File: config.mk
export PLATFORM = sky130hd
export DESIGN_NAME = multisim_pull_arbiter
export DESIGN_NICKNAME = d
export VERILOG_FILES = /design/src/rtl/multisim_pull_arbiter.sv
export SDC_FILE = /design/constraint.sdc
export NUM_CORES = 1
export LEC_CHECK = 0
export CAP_MARGIN = 40
export CORE_UTILIZATION = 43
export DETAILED_ROUTE_END_ITERATION = 8
export GPL_ROUTABILITY_DRIVEN = 0
export PLACE_DENSITY = 0.85
export RECOVER_POWER = 25
export SKIP_CTS_REPAIR_TIMING = 1
export SYNTH_ARGS = -nofsm -noshare
export SYNTH_HDL_FRONTEND = slang
export SYNTH_SLANG_ARGS = --single-unit
File: constraint.sdc
create_clock -name clk -period 3.05 [get_ports clk]
set_clock_uncertainty 0.15 [all_clocks]
set_input_delay 0.4575 -clock clk [delete_from_list [all_inputs] [get_ports clk]]
set_output_delay 0.4575 -clock clk [all_outputs]
set_load 0.05 [all_outputs]
File: src/rtl/multisim_pull_arbiter.sv
// Purpose: shares one pull-style source among NUM_PORTS consumers via a one-entry hold register and round-robin grants.
// Latency: 1 cycle from source to consumer (registered). The first beat of a grant comes at least 1 cycle after the request.
// Backpressure: src_rdy is high when the hold register is empty or is draining this cycle. A release costs one IDLE cycle.
//
// Ports:
//   clk, rst_n          clock; asynchronous active-low reset
//   src_vld/src_rdy     source handshake; src_data is captured on src_vld && src_rdy
//   src_data            source payload
//   cons_rdy[i]         consumer i requests a grant and is ready to take a beat
//   cons_vld[i]         beat offered to consumer i; at most one bit is set
//   cons_data           shared payload bus, always equal to the hold register
//   grant_id            current grant, or the last grant while idle
//   busy                high while a consumer holds the grant
module multisim_pull_arbiter #(
  parameter int NUM_PORTS  = 4,
  parameter int DATA_WIDTH = 64,
  parameter int MAX_BURST  = 4
) (
  input  logic                          clk,
  input  logic                          rst_n,
  input  logic                          src_vld,
  input  logic [DATA_WIDTH-1:0]         src_data,
  output logic                          src_rdy,
  input  logic [NUM_PORTS-1:0]          cons_rdy,
  output logic [NUM_PORTS-1:0]          cons_vld,
  output logic [DATA_WIDTH-1:0]         cons_data,
  output logic [$clog2(NUM_PORTS)-1:0]  grant_id,
  output logic                          busy
);

  localparam int GW = $clog2(NUM_PORTS);
  localparam int BW = $clog2(MAX_BURST + 1);

  typedef enum logic {
    ST_IDLE  = 1'b0,
    ST_GRANT = 1'b1
  } state_t;

  state_t                  state_q,      state_d;
  logic                    hold_vld_q,   hold_vld_d;
  logic [DATA_WIDTH-1:0]   hold_data_q,  hold_data_d;
  logic [GW-1:0]           grant_id_q,   grant_id_d;
  logic [GW-1:0]           last_grant_q, last_grant_d;
  logic [BW-1:0]           beat_cnt_q,   beat_cnt_d;

  logic                    xfer;
  logic                    src_acc;
  logic                    release_grant;
  logic                    rr_found;
  logic [GW-1:0]           rr_winner;

  // A beat moves to the consumer only while it holds the grant and is ready.
  assign xfer    = (state_q == ST_GRANT) && hold_vld_q && cons_rdy[grant_id_q];
  // Gating with rst_n keeps the source stalled while reset is asserted.
  assign src_rdy = rst_n && (!hold_vld_q || xfer);
  assign src_acc = src_vld && src_rdy;

  assign cons_data = hold_data_q;
  assign grant_id  = grant_id_q;
  assign busy      = (state_q == ST_GRANT);

  always_comb begin
    cons_vld = '0;
    for (int i = 0; i < NUM_PORTS; i++) begin
      cons_vld[i] = (state_q == ST_GRANT) && hold_vld_q && (grant_id_q == GW'(i));
    end
  end

  // Hold register. A load takes priority over a drain in the same cycle.
  // Both can happen together, so a full-rate stream has no bubble.
  always_comb begin
    hold_vld_d  = hold_vld_q;
    hold_data_d = hold_data_q;
    if (src_acc) begin
      hold_vld_d  = 1'b1;
      hold_data_d = src_data;
    end else if (xfer) begin
      hold_vld_d  = 1'b0;
    end
  end

  // Round-robin search. It starts one past the last granted port and wraps,
  // so the port that was just served has the lowest priority next time.
  always_comb begin
    logic [GW-1:0] idx;
    rr_found  = 1'b0;
    rr_winner = last_grant_q;
    idx       = '0;
    for (int k = 1; k <= NUM_PORTS; k++) begin
      idx = GW'((int'(last_grant_q) + k) % NUM_PORTS);
      if (!rr_found && cons_rdy[idx]) begin
        rr_found  = 1'b1;
        rr_winner = idx;
      end
    end
  end

  always_comb begin
    state_d       = state_q;
    grant_id_d    = grant_id_q;
    last_grant_d  = last_grant_q;
    beat_cnt_d    = beat_cnt_q;
    release_grant = 1'b0;
    case (state_q)
      ST_IDLE: begin
        if (rr_found) begin
          grant_id_d = rr_winner;
          beat_cnt_d = '0;
          state_d    = ST_GRANT;
        end
      end
      ST_GRANT: begin
        if (xfer) begin
          beat_cnt_d = beat_cnt_q + BW'(1);
          if (beat_cnt_q == BW'(MAX_BURST - 1)) begin
            release_grant = 1'b1;
          end
        end else if (!cons_rdy[grant_id_q]) begin
          // The consumer withdrew. Any pending hold entry stays for the next owner.
          release_grant = 1'b1;
        end
        // If the consumer is ready but the register is empty, keep the grant
        // and wait for the source.
      end
      default: begin
        state_d = ST_IDLE;
      end
    endcase
    if (release_grant) begin
      last_grant_d = grant_id_q;
      beat_cnt_d   = '0;
      state_d      = ST_IDLE;
    end
  end

  always_ff @(posedge clk or negedge rst_n) begin
    if (!rst_n) begin
      state_q      <= ST_IDLE;
      hold_vld_q   <= 1'b0;
      hold_data_q  <= '0;
      grant_id_q   <= '0;
      last_grant_q <= GW'(NUM_PORTS - 1);
      beat_cnt_q   <= '0;
    end else begin
      state_q      <= state_d;
      hold_vld_q   <= hold_vld_d;
      hold_data_q  <= hold_data_d;
      grant_id_q   <= grant_id_d;
      last_grant_q <= last_grant_d;
      beat_cnt_q   <= beat_cnt_d;
    end
  end

  // Only the granted port may ever see valid.
  a_cons_vld_onehot : assert property (@(posedge clk) disable iff (!rst_n) $onehot0(cons_vld));

endmodule

* Word-level counts from Yosys, hierarchy flattened
Index checks and enable logic that the tools add are counted.
Widths: inputs -> output; s select.
** Word-level totals
- Bits in registers :: 73
- Logic and storage cells :: 74
- Input bits :: 71
- Output and inout bits :: 72
** Cells by class
- Bitwise operators :: 1
- Eq/ne operators :: 6
- Magnitude comparators :: 5
- Reductions and logical operators :: 20
- Multiplexer cells :: 31
- Add/subtract/negate cells :: 5
** Operators by type and width (count)
- $mux 1 :: 18
- $lt 2x3->1 const B :: 5
- $logic_and 1x1->1 :: 11
- $bmux 1 s2 :: 5
- $mux 3 :: 3
- $mux 2 :: 4
- $pmux 3 s2 :: 1
- $add 2x1->2 const B :: 2
- $add 2x2->2 const B :: 2
- $eq 2x2->1 const B :: 2
- $logic_not 1->1 :: 4
- $reduce_and 2->1 :: 2
- $add 3x1->3 const B :: 1
- $eq 3x2->1 const B :: 1
- $ne 3x1->1 const B :: 1
- $ne 3x3->1 const B :: 1
- $eq 2x1->1 const B :: 1
- $logic_not 2->1 :: 1
- $reduce_bool 2->1 :: 1
- $logic_or 1x1->1 :: 1
- $not 1->1 :: 1

* Longest topological paths before layout
- Word-level depth :: 16
- Mapped depth :: 6
- Depth with buffers taken out :: 6

* Worst setup path before layout
No wires, ideal clock.
- Path type :: reg-to-output
- Start :: register state_q, in the netlist busy
- End :: output cons_vld[0]
- Path buffers :: 1
- Data arrival time :: 1.991 ns
- Slack :: 0.451 ns
- Cell stages (with the launch flop) :: 4
- Cells stage by stage :: dfrtp_1 buf_2 nand2_1 nor3_1
** Between the ends
- Cells in the longest elaborated chain, start to end :: 2
** RTL lines
- start: declaration :: RTL line 39 : state_t state_q, state_d;
- start signal: assignment :: RTL line 145 : state_q <= state_d;
- $logic_and 1x1->1 (2 in series) :: RTL line 65 : cons_vld[i] = (state_q == ST_GRANT) && hold_vld_q && (grant_id_q == GW'(i));
- end: declaration :: RTL line 25 : output logic [NUM_PORTS-1:0] cons_vld,
Every way passes these cells.

* Worst setup path after layout
- Start :: input cons_rdy[3]
- End :: output src_rdy
** Between the ends
- Cells in the longest elaborated chain, start to end :: 5
** RTL lines
- start: declaration :: RTL line 24 : input logic [NUM_PORTS-1:0] cons_rdy,
- $bmux 1 s2 :: RTL line 53 : assign xfer = (state_q == ST_GRANT) && hold_vld_q && cons_rdy[grant_id_q];
- $mux 1 (not written as such) :: RTL line 53
- $logic_and 1x1->1 :: RTL line 53
- $logic_or 1x1->1 :: RTL line 55 : assign src_rdy = rst_n && (!hold_vld_q || xfer);
- $logic_and 1x1->1 :: RTL line 55
- end: declaration :: RTL line 23 : output logic src_rdy,
Every way passes these cells. The select of a mux whose other input is x is not followed.

==> reports/metrics.yaml <==
diodes: 0
async_flop_share_pct: 100
clk_latency_ns: 0.33
seq_area_frac_synth_pct: 62.6
synth_commonest_cells: "71 x dfrtp_1, 65 x mux2_2, 8 x nor2_1"
final_layout_size_suffix_gt1_share_pct: 25.6
combPwrFrac_pct: 58.8
cp.buffers_inverters: 2
core_mm2: 0.00646
design.portCount: 143
crit_path_max_incr_delay_ns: 0.54
reg2reg_slack_ns: 0.86
ys_warn_count: 0
grt_pass1_wl_um: 11300
avgRoutedWirePerCell_um: 16.3
wirelength_um: 6930
p_clk_share_pct: 12.2
clkTransAtPathRegs_ns: 0.07
synthesis.instances: 192
postPlaceCellArea_mm2: 0.00444
hold_ws_ns: 0.310
syn_to_final_growth_pct: 58.2
htreeDepth: 3
postLayoutCellArea_mm2: 0.00463
p_per_area_mw_per_mm2: 1320
drt_iter0_markers: 59
fin_tns_setup_ns: 0
die_h_um: 84.5
use_met1_pct: 23.5
gr-usage-met2_pct: 35.0
status: "complete, but fails checks"
vdd_drop_max_mv: 1.01
syn_avg_cell_area_um2: 15.2
synth.largest_area_cell: "dfrtp_1"
cts_max_path_buffers: 2
grt_overflow: 0
synth_ff_type: "dfrtp_1"
netlist_area_mm2: 0.00292
critPathLaunchType: "input pin"
cts_sinks: 73
clock-root-buffer: "clkbuf_8"
post-route-period-util_pct: 88.4
layout.nets: 416
drv_cap: 1
die_width_um: 84.5
grt-busiest-layer: "met2"
grtUsageTotal_pct: 20.9
vias: 2102
fillers: 444
cts_tree: "built"
maxSlewHeadroom_pct: -35.2
hold_viol: 0
synth-edff-count: 0
p_leak_nw: 1.91
synth.top_cell.area_share_pct: 60.8
antenna_found_initial: 0
failed_checks: "DRC, capacitance limit, slew limit"
fmaxAchievable_mhz: 371
row_count: 29
cp_cell_sequence: "clkdlybuf4s50_1 -> mux4_2 -> nand2_1 -> nand2_1 -> and2_1 -> buf_4"
synth_area_leaders: "dfrtp_1 61%, mux2_2 25%, dfstp_2 1.8%, mux2_1 1.5%, buf_6 1.2%"
cp-end-kind: "output port"
worstPathMaxFanout: 5
cp_common_cell: "nand2_1"
critPathKind: "input pin to output port"
grt_pass1_vias: 2323
viasPerCell: 4.95
intPower_w: 0.00320
first_pass_iters: 8
dieArea_mm2: 0.00713
p_sw_w: 0.00289
cts_made_buffers: 9
cp.arrival_ns: 2.09
ant_nets: 0
crit_required_ns: 2.44
drc: 6
drv_slew: 37
syn_nets: 265
synth_cell_types: 25
port_buffers: 142
yosysMostFrequentCell: "dfrtp_1"
initial_core_util_pct: 45.3
met3_usage_pct: 9.34
post-dp-hpwl_um: 5090
finalSetupViolCount: 0
critical-path-slowest-cell: "mux4_2"
hp-class: "input pin to flop"
rsz0062_at_grt: "false"
switching_share_pct: 47.5
grt_max_degree: 41
period_needed_ns: 2.70
worst_pin_slew_ns: 2.03
power.share.sequential_pct: 29.0
cp_top_family: "buffers and inverters"
ys_seq_elements: 73
## sequential cells by signal (all words and copies together) (netlist names)
register and cells:
busy 1, beat_cnt_q 3, cons_data 64, last_grant_q 2, grant_id 2, hold_vld_q 1
## cells by family (layout without fill, tap and decap cells)
logic type,after synthesis,after routing,share of synthesized area (%)
AO/OA/AOI/OAI,11,11,2.52
adder cells (fa/ha/maj),2,2,0.856
buffers and inverters,10,166,2.48
flip-flops,73,73,62.6
multiplexers,70,70,27.3
AND/OR/NAND/NOR,26,26,4.24
## per-layer routing
metal / vias to the layer above / part of all wire, %
li1: 978 / -
met1: 1031 / 38
met2: 86 / 50
met3: 7 / 11
met4: 0 / 1.0
met5: - / 0
## stage by stage
| stage | worst slack (ns) | std cells | total power [W] | util, % |
|---|---|---|---|---|
| global placement | 0.391 | 408 | 0.00530 | 68.4 |
| CTS | 0.353 | 425 | 0.00615 | 71.7 |
| detailed placement | 0.376 | 409 | 0.00538 | 68.7 |
| floorplan | 0.451 | 192 | 0.00413 | - |
| global route | 0.288 | 425 | 0.00637 | 71.6 |
| finish | 0.354 | 425 | 0.00610 | 71.6 |
## placed cells by master (no fill, tap or decap), drive strengths merged, types with 5 or more instances in the layout
master         instances
clkdlybuf4s50        140
dfrtp                 71
mux2                  69
clkbuf                13
nor2                   8
nand2                  6
a21oi                  5
buf                    5
## power by group through the flow
stage                     Clock [W]  Sequential [W]  Combinational [W]
after global placement            0         0.00175            0.00355
final                      0.000744         0.00177            0.00359
after floorplan                   0         0.00334           0.000782
after CTS                  0.000765         0.00177            0.00361
after detailed placement          0         0.00179            0.00359
after global routing       0.000809         0.00184            0.00372
## final timing paths
kind                                  to     startpoint  cells past startpoint
setup / recovery                 src_rdy    cons_rdy[3]                      6
hold / removal                hold_vld_q          rst_n                      3
setup reg to reg           cons_data[30]    grant_id[0]                      5
hold reg to reg            cons_data[58]  cons_data[58]                      1
max in group asynchronous   cons_data[7]          rst_n                      2
min in group asynchronous  cons_data[13]          rst_n                      2
## area by class of cell
class                   count  area [µm²]  area share, %
clock buffers              11         141           3.06
multi-input cells         109        1020           22.1
inverters                   3        11.3          0.243
well taps                  77        96.3           2.08
flip-flops and latches     73        1830           39.5
clock inverters             5        55.1           1.19
repair buffers            147        1470           31.8
## worst min-delay path, cell delays in order
cell	delay, ns
clkbuf_1	0.10
nand2_1	0.12
nand2_1	0.07
Power figures use the tool's default switching activity.
